### config.mk
export PLATFORM = sky130hd
export DESIGN_NAME = cubehash_digest_tx
export DESIGN_NICKNAME = d
export VERILOG_FILES = /design/src/rtl/cubehash_digest_tx.sv
export SDC_FILE = /design/constraint.sdc
export NUM_CORES = 1
export LEC_CHECK = 0
export ABC_AREA = 1
export BUFFER_PORTS_ARGS = -buffer_cell sky130_fd_sc_hd__clkbuf_2
export CAP_MARGIN = 20
export CORE_ASPECT_RATIO = 1.1
export CORE_UTILIZATION = 29
export CTS_CLUSTER_SIZE = 16
export DETAILED_ROUTE_END_ITERATION = 16
export PLACE_DENSITY = 0.44
export RECOVER_POWER = 50
export SYNTH_ARGS = -nofsm -noshare
export SYNTH_HDL_FRONTEND = slang
export SYNTH_SLANG_ARGS = --single-unit
### constraint.sdc
create_clock -name clk -period 13.8 [get_ports clk]
set_input_delay 1.38 -clock clk [delete_from_list [all_inputs] [get_ports clk]]
set_output_delay 1.38 -clock clk [all_outputs]
set_load 0.03 [all_outputs]
### src/rtl/cubehash_digest_tx.sv
// cubehash_digest_tx: captures finished CubeHash digests into a two-slot
// buffer and streams each one out as HASH_W/8 bytes on a byte-wide port.
//
// Handshake contract (both sides):
//   - Digest side: a capture happens on a rising edge where hash_valid = 1
//     and hash_ready = 1. hash_ready depends only on registered state, so a
//     strobe that arrives while both slots are full is dropped and flagged in
//     the sticky overrun bit. A byte retired in that same cycle does not
//     rescue it.
//   - Byte side: a byte transfers on a rising edge where byte_valid = 1 and
//     byte_ready = 1. While byte_valid = 1 and byte_ready = 0, byte_out,
//     byte_first and byte_last hold their values. byte_valid never drops
//     without a transfer.
// Every output is a function of registered state only.
module cubehash_digest_tx #(
    parameter int HASH_W    = 256,
    parameter bit MSB_FIRST = 1'b1
) (
    input  logic              clk,
    input  logic              rst_p,
    input  logic [HASH_W-1:0] hash_in,
    input  logic              hash_valid,
    output logic              hash_ready,
    output logic [7:0]        byte_out,
    output logic              byte_valid,
    input  logic              byte_ready,
    output logic              byte_first,
    output logic              byte_last,
    output logic              busy,
    output logic              overrun
);

    localparam int BYTES = HASH_W / 8;
    localparam int IDX_W = (BYTES > 1) ? $clog2(BYTES) : 1;
    localparam logic [IDX_W-1:0] IDX_MAX = IDX_W'(BYTES - 1);

    // Buffer occupancy: the encoding equals the number of filled slots.
    typedef enum logic [1:0] {
        BUF_EMPTY = 2'd0,
        BUF_ONE   = 2'd1,
        BUF_FULL  = 2'd2
    } buf_state_e;

    buf_state_e        state_q, state_d;
    logic              wr_ptr_q, wr_ptr_d;
    logic              rd_ptr_q, rd_ptr_d;
    logic [IDX_W-1:0]  idx_q, idx_d;
    logic              overrun_q, overrun_d;
    logic [HASH_W-1:0] slot_q [2];
    logic [HASH_W-1:0] slot_d [2];

    logic              capture;
    logic              xfer;
    logic              retire;
    logic [IDX_W-1:0]  byte_sel;
    logic [HASH_W-1:0] rd_word;

    // Handshake qualifiers derived from the registered occupancy.
    always_comb begin
        hash_ready = (state_q != BUF_FULL);
        byte_valid = (state_q != BUF_EMPTY);
        capture    = hash_valid && hash_ready;
        xfer       = byte_valid && byte_ready;
        retire     = xfer && (idx_q == IDX_MAX);
    end

    // Next-state logic: occupancy, pointers, byte index and sticky overrun.
    always_comb begin
        state_d   = state_q;
        wr_ptr_d  = wr_ptr_q;
        rd_ptr_d  = rd_ptr_q;
        idx_d     = idx_q;
        overrun_d = overrun_q;

        if (hash_valid && !hash_ready) begin
            overrun_d = 1'b1;
        end

        if (capture) begin
            wr_ptr_d = ~wr_ptr_q;
        end

        if (xfer) begin
            if (retire) begin
                idx_d    = '0;
                rd_ptr_d = ~rd_ptr_q;
            end else begin
                idx_d = idx_q + IDX_W'(1);
            end
        end

        unique case (state_q)
            BUF_EMPTY: begin
                if (capture) begin
                    state_d = BUF_ONE;
                end
            end
            BUF_ONE: begin
                if (capture && !retire) begin
                    state_d = BUF_FULL;
                end else if (!capture && retire) begin
                    state_d = BUF_EMPTY;
                end
            end
            BUF_FULL: begin
                if (retire) begin
                    state_d = BUF_ONE;
                end
            end
            default: state_d = BUF_EMPTY;
        endcase
    end

    // Control registers with asynchronous clear; a partially sent digest is abandoned.
    always_ff @(posedge clk or posedge rst_p) begin
        if (rst_p) begin
            state_q   <= BUF_EMPTY;
            wr_ptr_q  <= 1'b0;
            rd_ptr_q  <= 1'b0;
            idx_q     <= '0;
            overrun_q <= 1'b0;
        end else begin
            state_q   <= state_d;
            wr_ptr_q  <= wr_ptr_d;
            rd_ptr_q  <= rd_ptr_d;
            idx_q     <= idx_d;
            overrun_q <= overrun_d;
        end
    end

    // Slot write: only the free slot selected by wr_ptr can be loaded.
    always_comb begin
        slot_d = slot_q;
        if (capture) begin
            slot_d[wr_ptr_q] = hash_in;
        end
    end

    // Digest storage needs no reset; occupancy decides what is meaningful.
    always_ff @(posedge clk) begin
        slot_q <= slot_d;
    end

    // Byte select from the slot being read, plus the framing flags.
    always_comb begin
        rd_word    = slot_q[rd_ptr_q];
        byte_sel   = MSB_FIRST ? (IDX_MAX - idx_q) : idx_q;
        byte_out   = byte_valid ? rd_word[{byte_sel, 3'b000} +: 8] : 8'h00;
        byte_first = byte_valid && (idx_q == '0);
        byte_last  = byte_valid && (idx_q == IDX_MAX);
        busy       = byte_valid;
        overrun    = overrun_q;
    end

endmodule

## After elaboration in Yosys (flattened, before gate mapping)

Index checks and enable logic that the tools add are counted.

- Flip-flop bits (word level): 522
- Input port bits: 260
- Output and inout bits: 14
- Word-level logic and storage cells: 54

- Add/subtract/negate cells: 2
- $lt $le $gt $ge: 3
- Equal/unequal tests: 7
- Shift-type cells: 1
- Mux-type cells: 13
- Bitwise operators: 4
- Reduce and logical (&&, ||, !) cells: 17

Operators with widths:

| operator | count |
|---|---|
| 2-to-1 mux 256 bit | 4 |
| bitwise mux 512 bit | 1 |
| demux 256 bit (select 1 bit) | 1 |
| indexed part select 256 x 9 -> 8 bit | 1 |
| logical AND 1 bit | 9 |
| 2-to-1 mux 2 bit | 4 |
| 2-to-1 mux 8 bit | 1 |
| inequality test 2 bit (second input constant) | 3 |
| one-hot mux 2 bit (3 select lines) | 1 |
| adder 5 x 1 -> 5 bit (second input constant) | 1 |
| == test 5 bit (second input constant) | 1 |
| zero test 5 bit | 1 |
| 2-to-1 mux 5 bit | 1 |
| subtractor 5 bit (first input constant) | 1 |
| >= comparator 2 bit (second input constant) | 2 |
| inverter 1 -> 2 bit | 2 |
| zero test 1 bit | 3 |
| inequality test 3 bit (second input constant) | 1 |
| AND reduction 3 bit | 1 |
| == test 2 x 1 -> 1 bit (second input constant) | 1 |
| == test 2 bit (second input constant) | 1 |
| zero test 2 bit | 1 |
| less-than comparator 2 x 1 -> 1 bit (second input constant) | 1 |
| inverter 1 bit | 2 |
| 2 further kinds | 2 |

## Depth between registers and ports, before layout

- Depth after elaboration: 7
- Depth in mapped cells: 15

## Least setup slack after synthesis

Ideal clock, no wire load.

- Kind: input-to-reg
- From: input hash_valid
- To: register slot_q[0] (netlist name), enable pin
- Data arrival time: 12.104 ns
- Data required time: 12.920 ns
- Setup slack: 0.816 ns
- Stages: 2
- Path buffers: 0
- Path through: nand2_1 -> nor2_1

- Longest elaborated chain between the ends: 1

Ends and longest elaborated chain:

| item | line | RTL |
|---|---|---|
| from (decl) | 22 | `input logic hash_valid,` |
| logical AND 1 bit | 62 | `capture = hash_valid && hash_ready;` |
| to (signal assigned) | 141 | `slot_q <= slot_d;` |
| to (decl) | 49 | `logic [HASH_W-1:0] slot_q [2];` |

Every way passes these cells.
A chain may end at the register's enable or synchronous reset.

## Final worst setup path

- From: register rd_ptr_q
- To: output byte_out[7]

- Longest elaborated chain between the ends: 6

Ends and longest elaborated chain:

| item | line | RTL |
|---|---|---|
| from (decl) | 46 | `logic rd_ptr_q, rd_ptr_d;` |
| from (signal assigned) | 125 | `rd_ptr_q <= rd_ptr_d;` |
| inverter 1 -> 2 bit (implied by the code) | 146 | `rd_word = slot_q[rd_ptr_q];` |
| 2-to-1 mux 256 bit (implied by the code) (3 in series) | 146 |  |
| indexed part select 256 x 9 -> 8 bit | 148 | `byte_out = byte_valid ? rd_word[{byte_sel, 3'b000} +: 8] : 8'h00;` |
| 2-to-1 mux 8 bit | 148 |  |
| to (decl) | 24 | `output logic [7:0] byte_out,` |

Every way passes these cells. The select of a mux whose other input is x is not followed.

==> impl_metrics.csv <==
group,metric,value,unit
logic_synthesis,syn_inst,1964,
worst_setup_path,crit_path_start_kind,"register",
logic_synthesis,ys_ff_latch,522,
min_path,hold_path_end,"overrun",
timing,worst_pin_slew,2.180,ns
timing,drv_slew,37,
min_path,holdPathStages,1,
route,num_vias,14669,
global_routing,grt-ovfl-total,0,
global_routing,grt_usage,17.40,%
worst_setup_path,r2r_end,"slot_q[177]",
cells_and_area,final_nets,2478,
logic_synthesis,synthTopCellsByCount,"605 x nand2_1, 512 x edfxtp_1, 248 x nor2_1",
clock_network,cts_buffers,58,
placed_design,gp_congestion,0.7513,
power_and_ir_drop,p_total,5799,uW
timing,timing.setup.tns,0,ns
worst_setup_path,required,12.42,ns
worst_setup_path,critPathMaxStageDelay,0.88,ns
worst_setup_path,worst-path-buf-inv,3,
die,row_count,105,
route,ant_nets,0,
clock_network,post_cts_buffers,0,
worst_setup_path,criticalPathCategory,"register to output port",
worst_setup_path,cp_top_family,"buffers and inverters",
logic_synthesis,synth-edff-count,512,
clock_network,cts.sinks,522,
logic_synthesis,synth_top_area_share,70.58,%
global_routing,grt_pass1_vias,14597,
timing,clock-skew-final,0.02092,ns
run_status,status,"finished with violations",
die,start_util,29.24,%
timing,min_period,6.023,ns
placed_design,io_buffers,273,
logic_synthesis,ys_top_cells_by_area,"edfxtp_1 71%, nand2_1 10%, nand3_1 4.3%, nor2_1 4.3%, inv_1 2.3%",
clock_network,cts.htree.levels,2,
route,dr.pass1.iters,4,
placed_design,dp_hpwl,41800,um
worst_setup_path,endpoint_kind,"output port",
timing,setup_violations,0,
logic_synthesis,synth_area,21780,um^2
cells_and_area,syn2layout_area_growth,17.40,%
logic_synthesis,yosysTopAreaCell,"edfxtp_1",
logic_synthesis,syn_area_per_cell,11.09,um^2
clock_network,clk_transition_reported_paths,0.06,ns
clock_network,holdBufCountCts,0,
route,drt_iter0_drc,967,
power_and_ir_drop,peakVddDrop,0.0001977,V
job,cap_violations,1,
route,wl_per_cell,20.76,um
run_status,violations,"max-capacitance violations, max-slew violations",
power_and_ir_drop,power_frac_clock,26.7,%
power_and_ir_drop,leakage,0.009812,uW
worst_setup_path,critical_path.slowest_cell,"buf_4",
logic_synthesis,yosysSeqAreaShare,71.73,%
power_and_ir_drop,p_per_area,226.8,nW/um^2
clock_network,cts_tree,"built",
die,die_y,289.4,um
logic_synthesis,yosysWarnings,0,
worst_setup_path,cp_cell_sequence,"inv_8 -> buf_4 -> nand2_1 -> nand2_1 -> nand2_1 -> nand3_1 -> nand3_1 -> nand2_1 -> nand2_1 -> nand2_1 -> nand2_1 -> nor2_1 -> clkbuf_2",
timing,period_share,43.64,%
min_path,hp-start,"overrun",
global_routing,antenna_found_initial,18,
worst_setup_path,cp_max_fo,162,
timing,fmax,166.0,MHz
worst_setup_path,crit_path_frequent_cell,"nand2_1",
power_and_ir_drop,p_sw,2261,uW
timing,hold_violations,0,
power_and_ir_drop,power_frac_comb,33.8,%
die,ios,274,
worst_setup_path,regToRegStartpoint,"state_q[1]",
logic_synthesis,syn_nets,2228,
logic_synthesis,yosysUniqueCellTypes,27,
worst_setup_path,reg2regPathDepth,5,
route,routed_wl,67100,um
die,dieWidth,263.3,um
route,vias_per_cell,4.539,
logic_synthesis,yosysMostFrequentCell,"nand2_1",
clock_network,clk_latency,0.62,ns
clock_network,cts_root_buf,"clkbuf_16",
worst_setup_path,regToRegSetupSlack,9.85,ns
min_path,hold_path.class,"register to register",
power_and_ir_drop,swShare,39.00,%
die,core,74490,um^2
clock_network,cts_resized,0,
power_and_ir_drop,seqPwrFrac,39.5,%
logic_synthesis,ys.flop_type,"edfxtp_1",
timing,rsz0062_at_grt,"no",
logic_synthesis,synthArstFlopShare,1.916,%
timing,slew-limit-headroom,-45.31,%
route,drc_errors,0,
worst_setup_path,arrival,4.64,ns
die,die-area,76210,um^2
cells_and_area,drive_above_1_share,7.913,%
global_routing,grt_max_degree,163,
global_routing,grt_pass1_wl,97410,um
power_and_ir_drop,intPower,3538,uW
clock_network,clock_path_buffers,3,
==> worst reg2reg max path: cells and delay by family (launching register included) <==
family,cells,cell delay [ns]
buffers and inverters,2,2.60
AND/OR/NAND/NOR,3,0.49
flip-flops,1,0.43
==> worst max-delay path by stage <==
stage	startpoint	endpoint	slack, ns	depth (start not counted)
global route	rd_ptr_q	byte_out[6]	7.37	13
finish	rd_ptr_q	byte_out[7]	7.78	13
floorplan	hash_valid	slot_q[0]	0.82	2
global placement	rd_ptr_q	byte_out[7]	8.21	13
detailed placement	rd_ptr_q	byte_out[7]	8.22	13
CTS	rd_ptr_q	byte_out[7]	7.54	13
==> final cells by class <==
class / count / area (um^2)
Antenna cell: 7 / 17.52
Clock buffer: 68 / 1510
Clock inverter: 40 / 381.6
Fill cell: 7515 / 48920
Inverter: 140 / 535.5
Multi-Input combinational cell: 1199 / 5017
Sequential cell: 522 / 15630
Tap cell: 963 / 1205
Timing Repair Buffer: 293 / 1272
==> metrics by stage <==
| step | utilization, % | setup slack [ns] | cell area (um^2) | instances | hold WS, ns |
|---|---|---|---|---|---|
| 2_1_floorplan | - | 0.8158 | 21780 | 1964 | 0.4579 |
| 3_3_place_gp | 32.14 | 8.210 | 23940 | 3117 | 0.4678 |
| 3_5_place_dp | 32.14 | 8.217 | 23940 | 3117 | 0.4757 |
| 4_1_cts | 34.68 | 7.543 | 25830 | 3225 | 0.4889 |
| 5_1_grt | 34.33 | 7.371 | 25570 | 3231 | 0.4977 |
| 6_report | 34.33 | 7.777 | 25570 | 3232 | 0.4924 |
==> per-layer routing <==
metal	global-route usage [%]	vias up	wire length [um]
met2	29.19	345	32720
met1	21.77	7073	28590
li1	-	7109	-
met4	7.412	18	2445
met5	0	-	115
met3	3.663	124	3229
==> sequential cells by signal, summed over array words and instances, names as in the netlist <==
name      count
rd_ptr_q      1
idx_q         5
overrun       1
state_q       2
wr_ptr_q      1
slot_q      512
==> cell families (layout without fill, tap and decap cells) <==
| group | count (synthesis) | after routing | synth area share [%] |
|---|---|---|---|
| DFF | 522 | 522 | 71.73 |
| buffers and inverters | 243 | 541 | 5.267 |
| xor gates and xnor gates | 1 | 1 | 0.04022 |
| adders and majority gates | 4 | 4 | 0.2298 |
| other | 0 | 7 | 0 |
| and+or+nand+nor | 1051 | 1051 | 19.33 |
| AOI/OAI and AO/OA | 143 | 143 | 3.401 |
==> placed cells by master, fill, tap and decap left out, drive strengths merged, types with 8 or more instances in the layout <==
cell type	netlist	final
clkinv	0	30
o21ai	110	110
buf	87	19
a21oi	23	23
nand2	606	606
nor2	249	249
nand3	188	188
inv	140	143
clkbuf	16	342
o211ai	8	8
edfxtp	512	512
dfrtp	10	10
==> power by group through the flow <==
| stage | registers, uW | clock network, uW | logic, uW |
|---|---|---|---|
| detailed placement | 2330 | 0 | 2030 |
| floorplan | 2400 | 0 | 1370 |
| finish | 2290 | 1550 | 1960 |
| CTS | 2300 | 1590 | 2040 |
| global placement | 2320 | 0 | 2020 |
| global route | 2330 | 1650 | 2210 |
Power figures use the tool's default switching activity.
